[config.mk]
export PLATFORM = sky130hd
export DESIGN_NAME = seq_divider_flat
export DESIGN_NICKNAME = d
export VERILOG_FILES = /design/src/rtl/seq_divider_if.sv /design/src/rtl/seq_divider.sv /design/src/flat_wrapper.sv
export SDC_FILE = /design/constraint.sdc
export NUM_CORES = 1
export LEC_CHECK = 0
export ABC_AREA = 1
export CORE_MARGIN = 8
export CORE_UTILIZATION = 46
export DETAILED_ROUTE_END_ITERATION = 7
export GPL_TIMING_DRIVEN = 0
export HOLD_SLACK_MARGIN = 0.1
export PLACE_DENSITY = 0.79
export SLEW_MARGIN = 20
export SYNTH_ARGS = -nofsm -noshare
export SYNTH_HDL_FRONTEND = slang
export SYNTH_SLANG_ARGS = --single-unit
export TNS_END_PERCENT = 1
[constraint.sdc]
create_clock -name clk -period 6.6 [get_ports clk]
set_input_delay 0.66 -clock clk [delete_from_list [all_inputs] [get_ports clk]]
set_output_delay 0.66 -clock clk [all_outputs]
set_load 0.01 [all_outputs]
[src/rtl/seq_divider_if.sv]
`default_nettype none
// ----------------------------------------------------------------------------
// seq_divider_if -- start/operand request and busy/done/result bundle
// Revision 1.0
// ----------------------------------------------------------------------------
interface seq_divider_if #(
  parameter int N = 32
);
  logic         start;
  logic [N-1:0] dividend;
  logic [N-1:0] divisor;
  logic         busy;
  logic         done;
  logic [N-1:0] quotient;
  logic [N-1:0] remainder;
  logic         div_by_zero;

  modport master (
    output start, dividend, divisor,
    input  busy, done, quotient, remainder, div_by_zero
  );

  modport slave (
    input  start, dividend, divisor,
    output busy, done, quotient, remainder, div_by_zero
  );
endinterface
`default_nettype wire

[src/rtl/seq_divider.sv]
`default_nettype none
// ----------------------------------------------------------------------------
// seq_divider -- unsigned N/N restoring divider, one quotient bit per clock
// Revision 1.0
// ----------------------------------------------------------------------------
module seq_divider #(
  parameter int N = 32
) (
  input  logic         clk,
  input  logic         rst,
  seq_divider_if.slave bus_io
);
  localparam int            CW           = $clog2(N + 1);
  localparam logic [CW-1:0] C_COUNT_INIT = CW'(N);
  localparam logic [CW-1:0] C_COUNT_ONE  = CW'(1);

  typedef enum logic [1:0] {
    IDLE = 2'd0,
    RUN  = 2'd1,
    DONE = 2'd2
  } state_t;

  state_t        state_q, state_d;
  logic [N-1:0]  r_q, r_d;
  logic [N-1:0]  q_q, q_d;
  logic [N-1:0]  d_q, d_d;
  logic [CW-1:0] cnt_q, cnt_d;
  logic [N-1:0]  quot_q, quot_d;
  logic [N-1:0]  rem_q, rem_d;
  logic          dbz_q, dbz_d;

  logic [N:0]    s_w;
  logic [N+1:0]  sum_w;
  logic          carry_w;
  logic          unused_t_msb;
  logic [N-1:0]  r_next_w;
  logic [N-1:0]  q_next_w;

  // Subtractor stage: S + ~D + 1, the extra top bit is the no-borrow carry.
  assign s_w          = {r_q, q_q[N-1]};
  assign sum_w        = {1'b0, s_w} + {1'b0, ~{1'b0, d_q}} + {{(N+1){1'b0}}, 1'b1};
  assign carry_w      = sum_w[N+1];
  assign unused_t_msb = sum_w[N];
  assign r_next_w     = carry_w ? sum_w[N-1:0] : s_w[N-1:0];
  assign q_next_w     = {q_q[N-2:0], carry_w};

  always_ff @(posedge clk or posedge rst) begin
    if (rst) begin
      state_q <= IDLE;
      r_q     <= '0;
      q_q     <= '0;
      d_q     <= '0;
      cnt_q   <= '0;
      quot_q  <= '0;
      rem_q   <= '0;
      dbz_q   <= 1'b0;
    end else begin
      state_q <= state_d;
      r_q     <= r_d;
      q_q     <= q_d;
      d_q     <= d_d;
      cnt_q   <= cnt_d;
      quot_q  <= quot_d;
      rem_q   <= rem_d;
      dbz_q   <= dbz_d;
    end
  end

  always_comb begin
    state_d = state_q;
    r_d     = r_q;
    q_d     = q_q;
    d_d     = d_q;
    cnt_d   = cnt_q;
    quot_d  = quot_q;
    rem_d   = rem_q;
    dbz_d   = dbz_q;
    case (state_q)
      RUN: begin
        r_d   = r_next_w;
        q_d   = q_next_w;
        cnt_d = cnt_q - C_COUNT_ONE;
        if (cnt_q == C_COUNT_ONE) begin
          state_d = DONE;
          quot_d  = q_next_w;
          rem_d   = r_next_w;
          dbz_d   = 1'b0;
        end
      end
      default: begin
        // IDLE and DONE accept a new request under identical rules.
        state_d = IDLE;
        if (bus_io.start) begin
          if (bus_io.divisor == '0) begin
            state_d = DONE;
            quot_d  = '1;
            rem_d   = bus_io.dividend;
            dbz_d   = 1'b1;
          end else begin
            state_d = RUN;
            r_d     = '0;
            q_d     = bus_io.dividend;
            d_d     = bus_io.divisor;
            cnt_d   = C_COUNT_INIT;
          end
        end
      end
    endcase
  end

  assign bus_io.busy        = (state_q == RUN);
  assign bus_io.done        = (state_q == DONE);
  assign bus_io.quotient    = quot_q;
  assign bus_io.remainder   = rem_q;
  assign bus_io.div_by_zero = dbz_q;

endmodule
`default_nettype wire

[src/flat_wrapper.sv]
// flat-port wrapper written by rule: the top's interface ports become plain ports
module seq_divider_flat 
#(
  parameter int N = 32
)
  (clk, rst, bus_io_start, bus_io_dividend, bus_io_divisor, bus_io_busy, bus_io_done, bus_io_quotient, bus_io_remainder, bus_io_div_by_zero);
  seq_divider_if #(.N(N)) bus_io_i ();
  input  logic clk;
  input  logic rst;
  input wire logic [$bits(bus_io_i.start)-1:0] bus_io_start;
  input wire logic [$bits(bus_io_i.dividend)-1:0] bus_io_dividend;
  input wire logic [$bits(bus_io_i.divisor)-1:0] bus_io_divisor;
  output wire logic [$bits(bus_io_i.busy)-1:0] bus_io_busy;
  output wire logic [$bits(bus_io_i.done)-1:0] bus_io_done;
  output wire logic [$bits(bus_io_i.quotient)-1:0] bus_io_quotient;
  output wire logic [$bits(bus_io_i.remainder)-1:0] bus_io_remainder;
  output wire logic [$bits(bus_io_i.div_by_zero)-1:0] bus_io_div_by_zero;
  assign bus_io_i.start = bus_io_start;
  assign bus_io_i.dividend = bus_io_dividend;
  assign bus_io_i.divisor = bus_io_divisor;
  assign bus_io_busy = bus_io_i.busy;
  assign bus_io_done = bus_io_i.done;
  assign bus_io_quotient = bus_io_i.quotient;
  assign bus_io_remainder = bus_io_i.remainder;
  assign bus_io_div_by_zero = bus_io_i.div_by_zero;
  seq_divider #(.N(N)) u_core (.clk(clk), .rst(rst), .bus_io(bus_io_i));
endmodule
==> reports/qor.yml <==
slew-limit-headroom: 0.550
p_leak_uw: 0.00624
final_common_cell: "nand2_1"
cts_setup_buffers: 0
vias: 9688
slowest_stage: "clkdlybuf4s50_1"
cts_buffer_depth: 2
setup_viol: 0
io_pins: 134
ir_drop_mv: 0.261
report.final.slew_viol_count: 0
path_clk_slew_ns: 0.08
nets: 1663
final_cell_mix: "411 x nand2_1, 218 x inv_1, 169 x dfrtp_1"
tightestPinTransition_ns: 0.669
synth_ff_type: "dfrtp_1"
diodes: 0
max_freq_mhz: 290
met2_length_um: 14400
min_period_over_period: 0.523
totalWireLength_um: 31200
first_global_vias: 9774
status: "complete, no violations"
synth_async_sr_flop_share: 1.00
critPathCaptureType: "output pin"
crit_start: "u_core.state_q[1]"
dp.final_hpwl_um: 24600
hold_slack_ns: 0.482
mappedNetlistNets: 1510
grt_overflow: 0
crit_fanout: 10
multi_input_area_um2: 4850
core_um2: 21800
fillers: 2051
avgRoutedWirePerCell_um: 16.8
first_iter_violations: 771
cts.htree.levels: 4
die_w_um: 165
chipHeight_um: 165
cts_tree: "yes"
place_area_um2: 11900
syn_avg_cell_area_um2: 7.22
ys_ff_latch: 169
drcViolationCount: 0
rows: 54
grt_max_degree: 104
grt_usage: 0.236
power.density_nw_per_um2: 609
fin_area_um2: 12500
netlist-cell-type-count: 35
crit_family: "buffers and inverters"
critical_path_class: "reg -> out"
start_kind: "flip-flop"
initial_core_util: 0.467
crit_top_cell: "inv_1"
syn_inst: 1408
layout_setup_ws_ns: 3.15
clkSinkCount: 169
synth_seq_area_share: 0.416
hold_path_class: "reg -> reg"
cts_hold_buffers: 0
grt_pass1_wl_um: 50400
crit_required_ns: 5.94
hold_violations: 0
drtPass1Iterations: 5
endpoint: "bus_io_busy"
slowest_delay_ns: 0.63
dieArea_um2: 27100
ff2ff_path_depth: 15
area_growth_syn_to_layout_pct: 23.3
antenna_found_initial: 0
maxCapViolations: 0
io_buffers: 133
cts-root-buf: "clkbuf_16"
r2r_end: "u_core.bus_io.remainder[7]"
routed.top_layer: "met4"
cp.arrival_ns: 2.79
dr_wl_met3_um: 2310
rrSetupSlack_ns: 4.03
via_per_inst: 5.23
dp_worst_setup_slack_ns: 2.97
r2r-start: "u_core.r_q[3]"
final_antenna_net_count: 0
drt-met1-wl_um: 13800
post_cts_resized: 0
ys_warn_count: 0
crit_chain: "inv_1 > nand2_2 > inv_1 > clkbuf_1 > buf_1 > clkdlybuf4s50_1"
gp_congestion: 0.965
clkLatencyLatePin_ns: 0.44
seq_area_um2: 4230
drive_above_1_share: 0.0801
min_period_ns: 3.45
netlist_area_um2: 10200
cp.depth: 6
clock_skew_ns: 0.0185
critPathBufInv: 5
rsz0062_at_grt: "false"
synth_edf_count: 0
cts_buffers: 17
[per-layer routing]
layer,up-vias,global-route usage
li1,4789,-
met1,4539,0.312
met2,321,0.385
met3,39,0.0476
met4,0,0.0737
met5,-,0
[sequential cells by signal, indices dropped and copies added, names as in the netlist]
| register | cells |
|---|---|
| u_core.q_q | 32 |
| u_core.bus_io.div_by_zero | 1 |
| u_core.bus_io.quotient | 32 |
| u_core.cnt_q | 6 |
| u_core.state_q | 2 |
| u_core.bus_io.remainder | 32 |
| u_core.r_q | 32 |
| u_core.d_q | 32 |
[per-stage QoR]
stage               TNS [ns]  utilization  std cells  power, uW
floorplan                  0            -       1408       5040
global placement     -140.56        0.544       1821       6360
detailed placement         0        0.546       1822       6470
CTS                        0        0.576       1854       7610
global route               0        0.576       1854       8340
finish                     0        0.576       1854       7640
[report_power, final]
group | switching (uW) | internal [uW] | leakage (uW)
clock | 501 | 588 | 0.000314
sequential | 287 | 1550 | 0.00196
combinational | 2970 | 1740 | 0.00397
total | 3760 | 3870 | 0.00624
[cells by family (layout without fill, tap and decap cells)]
family | after synthesis | count (layout) | synth area share
DFF | 169 | 169 | 0.416
adders and majority gates | 35 | 35 | 0.0438
and+or+nand+nor | 716 | 716 | 0.309
buffers and inverters | 276 | 442 | 0.107
AOI/OAI and AO/OA | 195 | 195 | 0.110
xor gates and xnor gates | 17 | 17 | 0.0147
[cell usage after synthesis, types with 2 or more instances]
library cell / n / area (um^2)
nand4_1: 44 / 275
buf_2: 21 / 105
nand2_2: 25 / 156
xor2_1: 16 / 140
nor2_1: 83 / 312
buf_1: 3 / 11.3
nor2_2: 3 / 18.8
a31oi_1: 27 / 169
o21ai_0: 105 / 526
and2_1: 2 / 12.5
nand2_1: 411 / 1540
nor4_1: 4 / 25.0
or2_2: 34 / 213
ha_1: 34 / 425
a21oi_1: 23 / 115
a21boi_0: 33 / 248
dfrtp_1: 169 / 4230
nand3b_1: 3 / 22.5
nand3_1: 98 / 490
nor3_1: 5 / 25.0
o21bai_1: 3 / 22.5
clkbuf_1: 29 / 109
inv_1: 219 / 822
buf_6: 3 / 33.8
[worst min-delay path, delay by kind of cell (launching register included)]
family           cells  cell delay (ns)
flip-flops           1             0.35
AND/OR/NAND/NOR      2             0.11
[worst min path at each step]
stage	startpoint	end	slack (ns)	cells past startpoint
2_1_floorplan	u_core.d_q[0]	u_core.d_q[0]	0.45	2
3_3_place_gp	u_core.bus_io.quotient[31]	u_core.bus_io.quotient[31]	0.46	2
3_5_place_dp	u_core.bus_io.quotient[31]	u_core.bus_io.quotient[31]	0.47	2
4_1_cts	u_core.bus_io.quotient[31]	u_core.bus_io.quotient[31]	0.48	2
5_1_grt	u_core.cnt_q[5]	u_core.cnt_q[5]	0.52	1
6_report	u_core.bus_io.quotient[1]	u_core.bus_io.quotient[1]	0.48	2
[area by class of cell]
type                            instances  area share
Multi-Input combinational cell        963       0.387
Tap cell                              280      0.0280
Buffer                                 56      0.0207
Timing Repair Buffer                  134       0.108
Clock inverter                         15      0.0183
Sequential cell                       169       0.337
Clock buffer                           17      0.0339
Inverter                              220      0.0665
Power figures use the tool's default switching activity.
